**src/rtl/quad_nand_bist_pkg.sv**
```systemverilog
// rtl/quad_nand_bist_pkg.sv - shared constants and helpers for the quad NAND BIST
//
// Holds the sequencer state encodings, the step-index width, the error
// counter saturation value and the 2-input gate function used to build
// expected outputs.

package quad_nand_bist_pkg;

   // Sequencer states
   localparam logic [2:0] ST_IDLE   = 3'd0;
   localparam logic [2:0] ST_DRIVE  = 3'd1;
   localparam logic [2:0] ST_SETTLE = 3'd2;
   localparam logic [2:0] ST_CHECK  = 3'd3;
   localparam logic [2:0] ST_DONE   = 3'd4;

   // Step index is {gate[1:0], vector[1:0]}
   localparam int                STEP_W    = 4;
   localparam logic [STEP_W-1:0] LAST_STEP = 4'd15;

   // err_count sticks here instead of wrapping
   localparam logic [3:0] ERR_SAT = 4'd15;

   // Function of the part under test; swap this for other quad 2-input parts
   function automatic logic gate_fn(input logic i_x, input logic i_y);
      return ~(i_x & i_y);
   endfunction

endpackage

```
**src/rtl/quad_nand_vector_gen.sv**
```systemverilog
// rtl/quad_nand_vector_gen.sv - combinational step-to-stimulus map for a quad 2-input part
//
// Ports:
//   i_step  [3:0] in   step index {gate, vector}
//   o_a     [3:0] out  A inputs for the step (bit0 = A1)
//   o_b     [3:0] out  B inputs for the step (bit0 = B1)
//   o_exp_y [3:0] out  expected Y outputs (bit0 = Y1)
//
// The gate under test gets A = vector[0], B = vector[1]; all other gates are
// parked at A = B = 1 so their outputs sit at the opposite level of an
// untested-but-idle NAND (0), which exposes crosstalk and bridging.

module quad_nand_vector_gen
   import quad_nand_bist_pkg::*;
(
   input  logic [3:0] i_step,
   output logic [3:0] o_a,
   output logic [3:0] o_b,
   output logic [3:0] o_exp_y
);

   logic [1:0] w_gate;
   logic       w_va;
   logic       w_vb;

   assign w_gate = i_step[3:2];
   assign w_va   = i_step[0];
   assign w_vb   = i_step[1];

   always_comb begin
      o_a     = 4'b1111;
      o_b     = 4'b1111;
      o_exp_y = 4'b0000;

      o_a[w_gate] = w_va;
      o_b[w_gate] = w_vb;

      // Parked gates see (1,1); their expected output is gate_fn(1,1)
      for (int i = 0; i < 4; i++) begin
         if (i[1:0] != w_gate) begin
            o_exp_y[i] = gate_fn(1'b1, 1'b1);
         end
      end
      o_exp_y[w_gate] = gate_fn(w_va, w_vb);
   end

endmodule

```
**src/rtl/quad_nand_bist.sv**
```systemverilog
// rtl/quad_nand_bist.sv - built-in self-test sequencer for a 7400 quad 2-input NAND
//
// Walks each of the four gates through all four input combinations, waits a
// programmable settle time, then compares all four outputs with the expected
// pattern. Reports pass/fail, first failing gate/vector and a saturating
// mismatch count.
//
// Parameters:
//   SETTLE_CYCLES  cycles between driving A/B and sampling Y (1..15)
//   STOP_ON_FAIL   1 = end the run at the first mismatch, 0 = run all 16 steps
//
// Ports:
//   clk        in   1  rising-edge clock
//   reset      in   1  synchronous, active-high
//   start      in   1  level; honoured only in IDLE or DONE
//   busy       out  1  high in DRIVE, SETTLE, CHECK
//   done       out  1  high in DONE
//   pass       out  1  valid while done; 1 = no mismatches
//   fail_gate  out  2  gate of the first mismatching step
//   fail_vec   out  2  vector of the first mismatching step
//   err_count  out  4  mismatching steps, saturating at 15
//   a          out  4  to A4..A1, registered
//   b          out  4  to B4..B1, registered
//   y          in   4  from Y4..Y1

module quad_nand_bist
   import quad_nand_bist_pkg::*;
#(
   parameter int SETTLE_CYCLES = 2,
   parameter int STOP_ON_FAIL  = 1
) (
   input  logic       clk,
   input  logic       reset,
   input  logic       start,
   output logic       busy,
   output logic       done,
   output logic       pass,
   output logic [1:0] fail_gate,
   output logic [1:0] fail_vec,
   output logic [3:0] err_count,
   output logic [3:0] a,
   output logic [3:0] b,
   input  logic [3:0] y
);

   localparam logic [3:0] SETTLE_LOAD = 4'(SETTLE_CYCLES);
   localparam logic       STOP_EN     = (STOP_ON_FAIL != 0);

   logic [2:0]        r_state;
   logic [STEP_W-1:0] r_step;
   logic [3:0]        r_cnt;
   logic [3:0]        r_err;
   logic              r_pass;
   logic [1:0]        r_fail_gate;
   logic [1:0]        r_fail_vec;
   logic [3:0]        r_a;
   logic [3:0]        r_b;

   logic [3:0]        w_a;
   logic [3:0]        w_b;
   logic [3:0]        w_exp_y;
   logic              w_mismatch;
   logic [3:0]        w_err_next;
   logic              w_end_run;

   quad_nand_vector_gen u_vec (
      .i_step  (r_step),
      .o_a     (w_a),
      .o_b     (w_b),
      .o_exp_y (w_exp_y)
   );

   // Full 4-bit compare: parked gates must read 0 as well
   assign w_mismatch = (y != w_exp_y);

   assign w_err_next = !w_mismatch         ? r_err :
                       (r_err == ERR_SAT)  ? r_err :
                                             r_err + 4'd1;

   assign w_end_run  = (w_mismatch && STOP_EN) || (r_step == LAST_STEP);

   always_ff @(posedge clk) begin
      if (reset) begin
         r_state     <= ST_IDLE;
         r_step      <= '0;
         r_cnt       <= '0;
         r_err       <= '0;
         r_pass      <= 1'b0;
         r_fail_gate <= '0;
         r_fail_vec  <= '0;
         r_a         <= '0;
         r_b         <= '0;
      end else begin
         case (r_state)
            ST_IDLE, ST_DONE: begin
               if (start) begin
                  r_err       <= '0;
                  r_pass      <= 1'b0;
                  r_fail_gate <= '0;
                  r_fail_vec  <= '0;
                  r_step      <= '0;
                  r_state     <= ST_DRIVE;
               end
            end

            ST_DRIVE: begin
               r_a     <= w_a;
               r_b     <= w_b;
               r_cnt   <= SETTLE_LOAD;
               r_state <= ST_SETTLE;
            end

            // Exactly SETTLE_CYCLES cycles are spent here: leave on the
            // cycle the counter shows 1
            ST_SETTLE: begin
               if (r_cnt <= 4'd1) begin
                  r_state <= ST_CHECK;
               end else begin
                  r_cnt <= r_cnt - 4'd1;
               end
            end

            ST_CHECK: begin
               if (w_mismatch && (r_err == 4'd0)) begin
                  r_fail_gate <= r_step[3:2];
                  r_fail_vec  <= r_step[1:0];
               end
               r_err <= w_err_next;

               if (w_end_run) begin
                  r_a     <= '0;
                  r_b     <= '0;
                  r_pass  <= (w_err_next == 4'd0);
                  r_state <= ST_DONE;
               end else begin
                  r_step  <= r_step + 4'd1;
                  r_state <= ST_DRIVE;
               end
            end

            default: begin
               r_state <= ST_IDLE;
            end
         endcase
      end
   end

   assign busy      = (r_state == ST_DRIVE) || (r_state == ST_SETTLE) || (r_state == ST_CHECK);
   assign done      = (r_state == ST_DONE);
   assign pass      = r_pass;
   assign fail_gate = r_fail_gate;
   assign fail_vec  = r_fail_vec;
   assign err_count = r_err;
   assign a         = r_a;
   assign b         = r_b;

endmodule
```
**config.mk**
```make
export PLATFORM = sky130hd
export DESIGN_NAME = quad_nand_bist
export DESIGN_NICKNAME = d
export VERILOG_FILES = /design/src/rtl/quad_nand_bist_pkg.sv /design/src/rtl/quad_nand_vector_gen.sv /design/src/rtl/quad_nand_bist.sv
export SDC_FILE = /design/constraint.sdc
export NUM_CORES = 1
export LEC_CHECK = 0
export BUFFER_PORTS_ARGS = -buffer_cell sky130_fd_sc_hd__buf_4
export CORE_MARGIN = 1
export CORE_UTILIZATION = 56
export CTS_CLUSTER_SIZE = 30
export DETAILED_ROUTE_END_ITERATION = 16
export GPL_ROUTABILITY_DRIVEN = 0
export PLACE_DENSITY = 0.88
export SYNTH_ARGS = -nofsm -noshare
export SYNTH_HDL_FRONTEND = slang
export SYNTH_SLANG_ARGS = --single-unit
```
**constraint.sdc**
```tcl
create_clock -name clk -period 2.3 [get_ports clk]
set_input_delay 0.115 -clock clk [delete_from_list [all_inputs] [get_ports clk]]
set_output_delay 0.115 -clock clk [all_outputs]
set_load 0.03 [all_outputs]
```
==> impl_metrics.csv, run 1 <==
group,metric,value,unit
run_status,run_status,"finished, final reports clean",
sta,worst_slew_margin_rel,0.703,
worst_setup_path,startpoint_type,"flip-flop",
floorplanning,initial_core_util,0.591,
clocking,cts.sinks,28,
pwr,leakage,0.766,nW
floorplanning,placement_rows,19,
drt,routed_via_density,5.82,
synth,number_of_synthesized_flops_with_an_enable_pin,0,
sta,finalClockSkew,9.88,ps
cells_and_area,antenna-diode-count,0,
global_route,grt_start_max_net_pins,22,
sta,clock.fmax,460,MHz
clocking,clock_path_buffers,2,
cells_and_area,area_growth,13.4,%
global_route,grtUsageTotal,0.224,
floorplanning,dieWidth,55.9,um
worst_setup_path,critical_path_peak_fanout,10,
floorplanning,die_height,55.9,um
synth,yosysWarnings,0,
synth,synth_top_cells_by_count,"nor2_1 (39), dfxtp_1 (28), a21oi_1 (11)",
synth,synth_sequential_area_ratio,0.344,
synth,main_combinational_cell_family_by_area_after_synthesis,"simple AND/OR/NAND/NOR gates",
sta,slew_viol_final,0,
floorplanning,design.core.area,0.00276,mm^2
global_route,grt_pass1_vias,1271,
global_route,initial_antenna_violation_count,0,
global_route,grt_pass1_wl,5640,um
sta,hold_worst_slack,88.5,ps
global_route,gr-total-overflow,0,
worst_setup_path,critPathCaptureType,"flip-flop",
placement,detailedPlacementHpwl,2480,um
synth,instance_count_of_the_mapped_netlist,200,
worst_setup_path,timing.critical_path.arrival,2430,ps
pwr,cellPowerDensity,997,mW/mm^2
drt,antenna_left,0,
cells_and_area,design_area,0.00185,mm^2
clocking,root_buffer,"clkbuf_4",
cells_and_area,layout-drive-gt1-share,0.226,
drt,first_iter_violations,56,
drt,drt-total-wl,3420,um
flow_run,cap_viol_max_count,0,
clocking,cts_made_buffers,3,
synth,avg_synthesized_cell_area,8.15,um^2
placement,cells_after_dpl,244,
synth,synth_top_flop_cell,"dfxtp_1",
synth,post-synth-top-count-cell,"nor2_1",
floorplanning,io_pins,26,
clocking,clkLatencyLatePin,330,ps
hold_path,min_path_type,"in -> reg",
clocking,cts_tree,"done",
sta,final-setup-viol-count,0,
cells_and_area,post_layout_nonfiller_instances,248,
drt,post-route-drc-count,0,
synth,post_synth_and_or_nand_nor_area_fraction,0.270,
cells_and_area,nets,231,
synth,mappedNetlistNets,213,
pwr,ir_worst_vdd,827,uV
cells_and_area,utilization,0.670,
sta,unrepaired_setup_endpoints_after_global_routing,"no",
synth,area_leader_netlist,"dfxtp_1",
synth,synth.cell_area,0.00163,mm^2
clocking,ctsHtreeMaxLevel,1,
worst_setup_path,criticalPathCategory,"reg -> reg",
hold_path,timing.hold.worst_path_depth,2,
synth,synth_area_leaders,"dfxtp_1 (34%), nor2_1 (9.0%), a211oi_2 (6.1%), ha_1 (4.6%), mux2i_1 (3.7%)",
sta,setup_slack,128,ps
placement,postPlaceCellArea,0.00179,mm^2
synth,async_reset_ff_frac,0,
synth,synth-seq-cells,28,
synth,synthDistinctLibCells,47,
synth,post_synthesis_adder_cell_area_fraction,0.0461,
placement,numPortBuffers,25,
worst_setup_path,required,2560,ps
clocking,clk_pin_slew,160,ps
synth,synthesized_area_fraction_occupied_by_ao_oa_aoi_and_oai_cells,0.223,
pwr,power,1.84,mW
placement,pre_cts_slack,104,ps
drt,routed-via-count,1443,
sta,fin_setup_tns,0,ps
clocking,hold_buffers,0,
floorplanning,die-area,0.00313,mm^2
sta,final-hold-violation-count,0,
sta,finalCriticalPeriod,2170,ps
synth,synth_top_area_share,0.344,
drt,wl_per_cell,13.8,um
synth,yosys-mux-area-fraction,0.0369,
drt,drt_first_pass_iters,4,
sta,worst_pin_slew,446,ps
synth,yosys.area_share.xor_xnor,0.0161,
clocking,cts_setup_buffers,0,
worst_setup_path,ff2ff_path_depth,7,
sta,final_min_period_over_clock_period,0.945,
[kinds of logic (layout without fill, tap and decap cells)]
kind of cell	count (synthesis)	in the layout
simple gates	89	89
compound gates	46	46
buf+inv	22	39
xor+xnor	3	3
fa+ha+maj	6	6
mux	6	6
flops	28	28
[layout make-up]
type	count	area (um^2)
Timing Repair Buffer	26	195
Inverter	9	33.8
Sequential cell	28	563
Clock buffer	3	22.5
Fill cell	251	910
Multi-Input combinational cell	150	965
Tap cell	31	38.8
Clock inverter	1	30.0
[sequential cells by signal, summed over array words and instances, names as in the netlist]
register and cells:
r_state 3, err_count 4, fail_gate 2, b 4, r_step 4, pass 1, a 4, r_cnt 4
fail_vec 2
[critical path, stage by stage (launching register included)]
cell and delay (ps):
dfxtp_2 400, ha_1 240, nor3b_1 250, o211ai_2 160, a32oi_2 330, a21oi_2 120, or2_1 390, a211oi_2 200
[layer usage]
layer	vias up	routed length [um]	track usage
li1	740	-	-
met1	660	1660	0.296
met2	39	1570	0.379
met3	4	152	0.0442
met4	0	35	0.0557
met5	-	0	0
[final timing paths]
path                              from                        end  slack (ps)
min reg2reg  fail_gate[1]$_SDFFE_PP0P_  fail_gate[1]$_SDFFE_PP0P_         520
max reg2reg     r_step[0]$_SDFFE_PP0P_          a[3]$_SDFFE_PP0P_         130
max             r_step[0]$_SDFFE_PP0P_          a[3]$_SDFFE_PP0P_         130
min                              reset  err_count[0]$_SDFFE_PP0P_          90
[cells in the final DEF (no fill, tap or decap), drive strengths merged, types with 2 or more instances in the layout]
cell type  count
nor2          39
dfxtp         28
buf           26
a21oi         12
o21ai         11
nand2         10
inv            9
nor3           8
a211oi         8
nand3          6
mux2i          6
ha             6
nor3b          5
and2           4
nor2b          3
clkbuf         3
and3b          2
a32o           2
nor4           2
nand2b         2
nand4          2
xor2           2
o211ai         2
or3            2
or2            2
a32oi          2
o31ai          2
[report_power, final]
group / switching, mW / leakage (nW) / internal [mW]
registers: 0.0990 / 0.229 / 0.592
logic: 0.501 / 0.509 / 0.323
clock network: 0.150 / 0.0279 / 0.176
[timing repair]
action	in CTS	in global routing
endpoints found under the setup margin	0	10
endpoints found under the hold margin	0	0
gates resized for setup	0	2
Power figures use the tool's default switching activity.
==> inputs of run 2 (changes only) <==
==> constraint.sdc (replaced) <==
create_clock -name clk -period 2.35 [get_ports clk]
set_input_delay 0.1175 -clock clk [delete_from_list [all_inputs] [get_ports clk]]
set_output_delay 0.1175 -clock clk [all_outputs]
set_load 0.03 [all_outputs]
==> run 2 against run 1 <==
  * First-iteration DRC count up 16%
  * Sequential share of layout area is 0.068 points lower
  * Non-clock buffer count unchanged
  * Sequential power down 2%
  * Core utilization unchanged
  * Maximum frequency shrank 2.6%
  * Via count rose by 1.6%
  * Cell count unchanged
  * Setup slack got worse by 7.6 ps
  * Design area did not move
  * Combinational power fell by 1%
  * Die area is the same
  * Critical endpoint is now a[0]$_SDFFE_PP0P_
==> impl_metrics.csv, run 2 (synthesized netlist as in run 1, its figures left out) <==
group,metric,value,unit
cells_and_area,area_growth,13.4,%
worst_setup_path,critPathTopFamily,"simple AND/OR/NAND/NOR gates",
clocking,clk_pin_slew,160,ps
cells_and_area,commonest_non_fill_non_tap_cells_in_the_layout,"nor2_1 (39), dfxtp_1 (27), buf_4 (26)",
sta,final_min_period_over_clock_period,0.949,
worst_setup_path,timing.critical_path.to,"a[0]$_SDFFE_PP0P_",
flow_run,cap_viol_max_count,0,
placement,pre_cts_slack,192,ps
placement,numPortBuffers,25,
sta,unrepaired_setup_endpoints_after_global_routing,"no",
sta,finalClockSkew,9.94,ps
pwr,power.net_switching,0.753,mW
global_route,grtUsageTotal,0.236,
cells_and_area,nets,231,
placement,postPlaceCellArea,0.00179,mm^2
worst_setup_path,timing.critical_path.arrival,2510,ps
pwr,sw_ratio,0.413,
cells_and_area,antenna-diode-count,0,
floorplanning,io_pins,26,
clocking,ctsHtreeMaxLevel,1,
worst_setup_path,setup_slack_of_the_most_critical_reg_to_reg_path,120,ps
drt,drt_first_pass_iters,4,
global_route,initial_antenna_violation_count,0,
sta,setup_slack,120,ps
drt,routed_via_density,5.91,
cells_and_area,design_area,0.00185,mm^2
worst_setup_path,max_stage_delay,530,ps
global_route,grt_pass1_wl,5920,um
global_route,grt_pass1_vias,1290,
floorplanning,initial_core_util,0.591,
worst_setup_path,worst_setup_path_startpoint,"r_step[0]$_SDFFE_PP0P_",
drt,first_iter_violations,65,
drt,wl_per_cell,14.4,um
drt,antenna_left,0,
pwr,leakage,0.766,nW
worst_setup_path,startpoint_type,"flip-flop",
clocking,cts_made_buffers,3,
floorplanning,die_height,55.9,um
worst_setup_path,worst-path-buf-inv,0,
clocking,clkLatencyLatePin,350,ps
cells_and_area,utilization,0.670,
floorplanning,die-area,0.00313,mm^2
global_route,gr-total-overflow,0,
sta,slew_viol_final,0,
sta,fin_setup_tns,0,ps
clocking,cts_tree,"done",
pwr,ir_worst_vdd,767,uV
worst_setup_path,critical_path_cell_count,7,
sta,final-setup-viol-count,0,
worst_setup_path,critical_path_peak_fanout,10,
floorplanning,placement_rows,19,
drt,drt-total-wl,3560,um
worst_setup_path,required,2630,ps
global_route,grt_start_max_net_pins,22,
worst_setup_path,worst_r2r_endpoint,"a[0]$_SDFFE_PP0P_",
clocking,clock_path_buffers,2,
worst_setup_path,timing.critical_path.slowest_stage_cell,"dfxtp_1",
cells_and_area,layout.cells.most_common,"nor2_1",
pwr,share_comb_of_total_power,0.447,
drt,routed-via-count,1466,
worst_setup_path,criticalPathCategory,"reg -> reg",
floorplanning,dieWidth,55.9,um
hold_path,min_path_type,"in -> reg",
worst_setup_path,worst_r2r_startpoint,"r_step[0]$_SDFFE_PP0P_",
floorplanning,design.core.area,0.00276,mm^2
sta,worst_pin_slew,462,ps
sta,clock.fmax,448,MHz
pwr,cellPowerDensity,986,mW/mm^2
pwr,power_frac_clock,0.181,
sta,worst_slew_margin_rel,0.691,
cells_and_area,layout-drive-gt1-share,0.226,
pwr,intPower,1.07,mW
placement,detailedPlacementHpwl,2450,um
sta,final-hold-violation-count,0,
sta,finalCriticalPeriod,2230,ps
clocking,root_buffer,"clkbuf_4",
pwr,seq_power_share,0.372,
clocking,cts.sinks,28,
run_status,run_status,"finished, final reports clean",
drt,post-route-drc-count,0,
worst_setup_path,critPathCaptureType,"flip-flop",
worst_setup_path,worst_path_cell_chain,"ha_1 -> nor2b_1 -> or3_4 -> a32oi_2 -> a21oi_2 -> or2_1 -> a211oi_2",
worst_setup_path,ff2ff_path_depth,7,
==> run 2: worst min-delay path by stage <==
| stage | from | to | slack (ps) | depth (start not counted) |
|---|---|---|---|---|
| global route | reset | err_count[3]$_SDFFE_PP0P_ | 90 | 2 |
| detailed placement | reset | r_state[2]$_SDFFE_PP0P_ | 460 | 2 |
| finish | reset | r_step[3]$_SDFFE_PP0P_ | 80 | 2 |
| global placement | reset | fail_gate[1]$_SDFFE_PP0P_ | 450 | 2 |
| floorplan | reset | pass$_SDFFE_PP0P_ | 320 | 2 |
| CTS | reset | r_step[2]$_SDFFE_PP0P_ | 80 | 2 |
==> run 2: power by group through the flow <==
stage | Sequential, mW | Combinational, mW | Clock [mW]
final | 0.678 | 0.815 | 0.329
after detailed placement | 0.686 | 0.806 | 0
after global routing | 0.694 | 0.880 | 0.354
after CTS | 0.676 | 0.813 | 0.336
after floorplan | 0.770 | 0.507 | 0
after global placement | 0.684 | 0.788 | 0
==> run 2: area by class of cell <==
type,count,area [um^2]
Inverter,9,33.8
Fill cell,252,910
Multi-Input combinational cell,150,966
Sequential cell,28,562
Timing Repair Buffer,26,195
Tap cell,31,38.8
Clock buffer,3,22.5
Clock inverter,1,30.0
==> run 2: worst reg2reg max path: stages (launching register included) <==
cell and delay, ps:
dfxtp_1 530, ha_1 240, nor2b_1 60, or3_4 340, a32oi_2 270, a21oi_2 130, or2_1 380, a211oi_2 210
==> run 2: what timing repair did <==
| action | in CTS | in global routing |
|---|---|---|
| endpoints found under the setup margin | 0 | 2 |
| hold buffers | 0 | 0 |
| buffers inserted | 0 | 0 |
| resized for setup | 0 | 2 |
==> run 2: metrics by stage <==
| stage | cells | hold WS (ps) | total power [mW] |
|---|---|---|---|
| floorplan | 200 | 319 | 1.28 |
| global placement | 244 | 451 | 1.47 |
| detailed placement | 244 | 460 | 1.49 |
| CTS | 248 | 78.6 | 1.83 |
| global route | 248 | 86.4 | 1.93 |
| finish | 248 | 78.3 | 1.82 |
==> run 2: per-layer routing <==
layer | routed length (um) | share of wire | track usage | vias up
met5 | 0 | 0 | 0 | -
met3 | 174 | 0.049 | 0.0465 | 8
li1 | - | - | - | 736
met2 | 1670 | 0.47 | 0.396 | 44
met4 | 57 | 0.016 | 0.0557 | 0
met1 | 1660 | 0.47 | 0.316 | 678
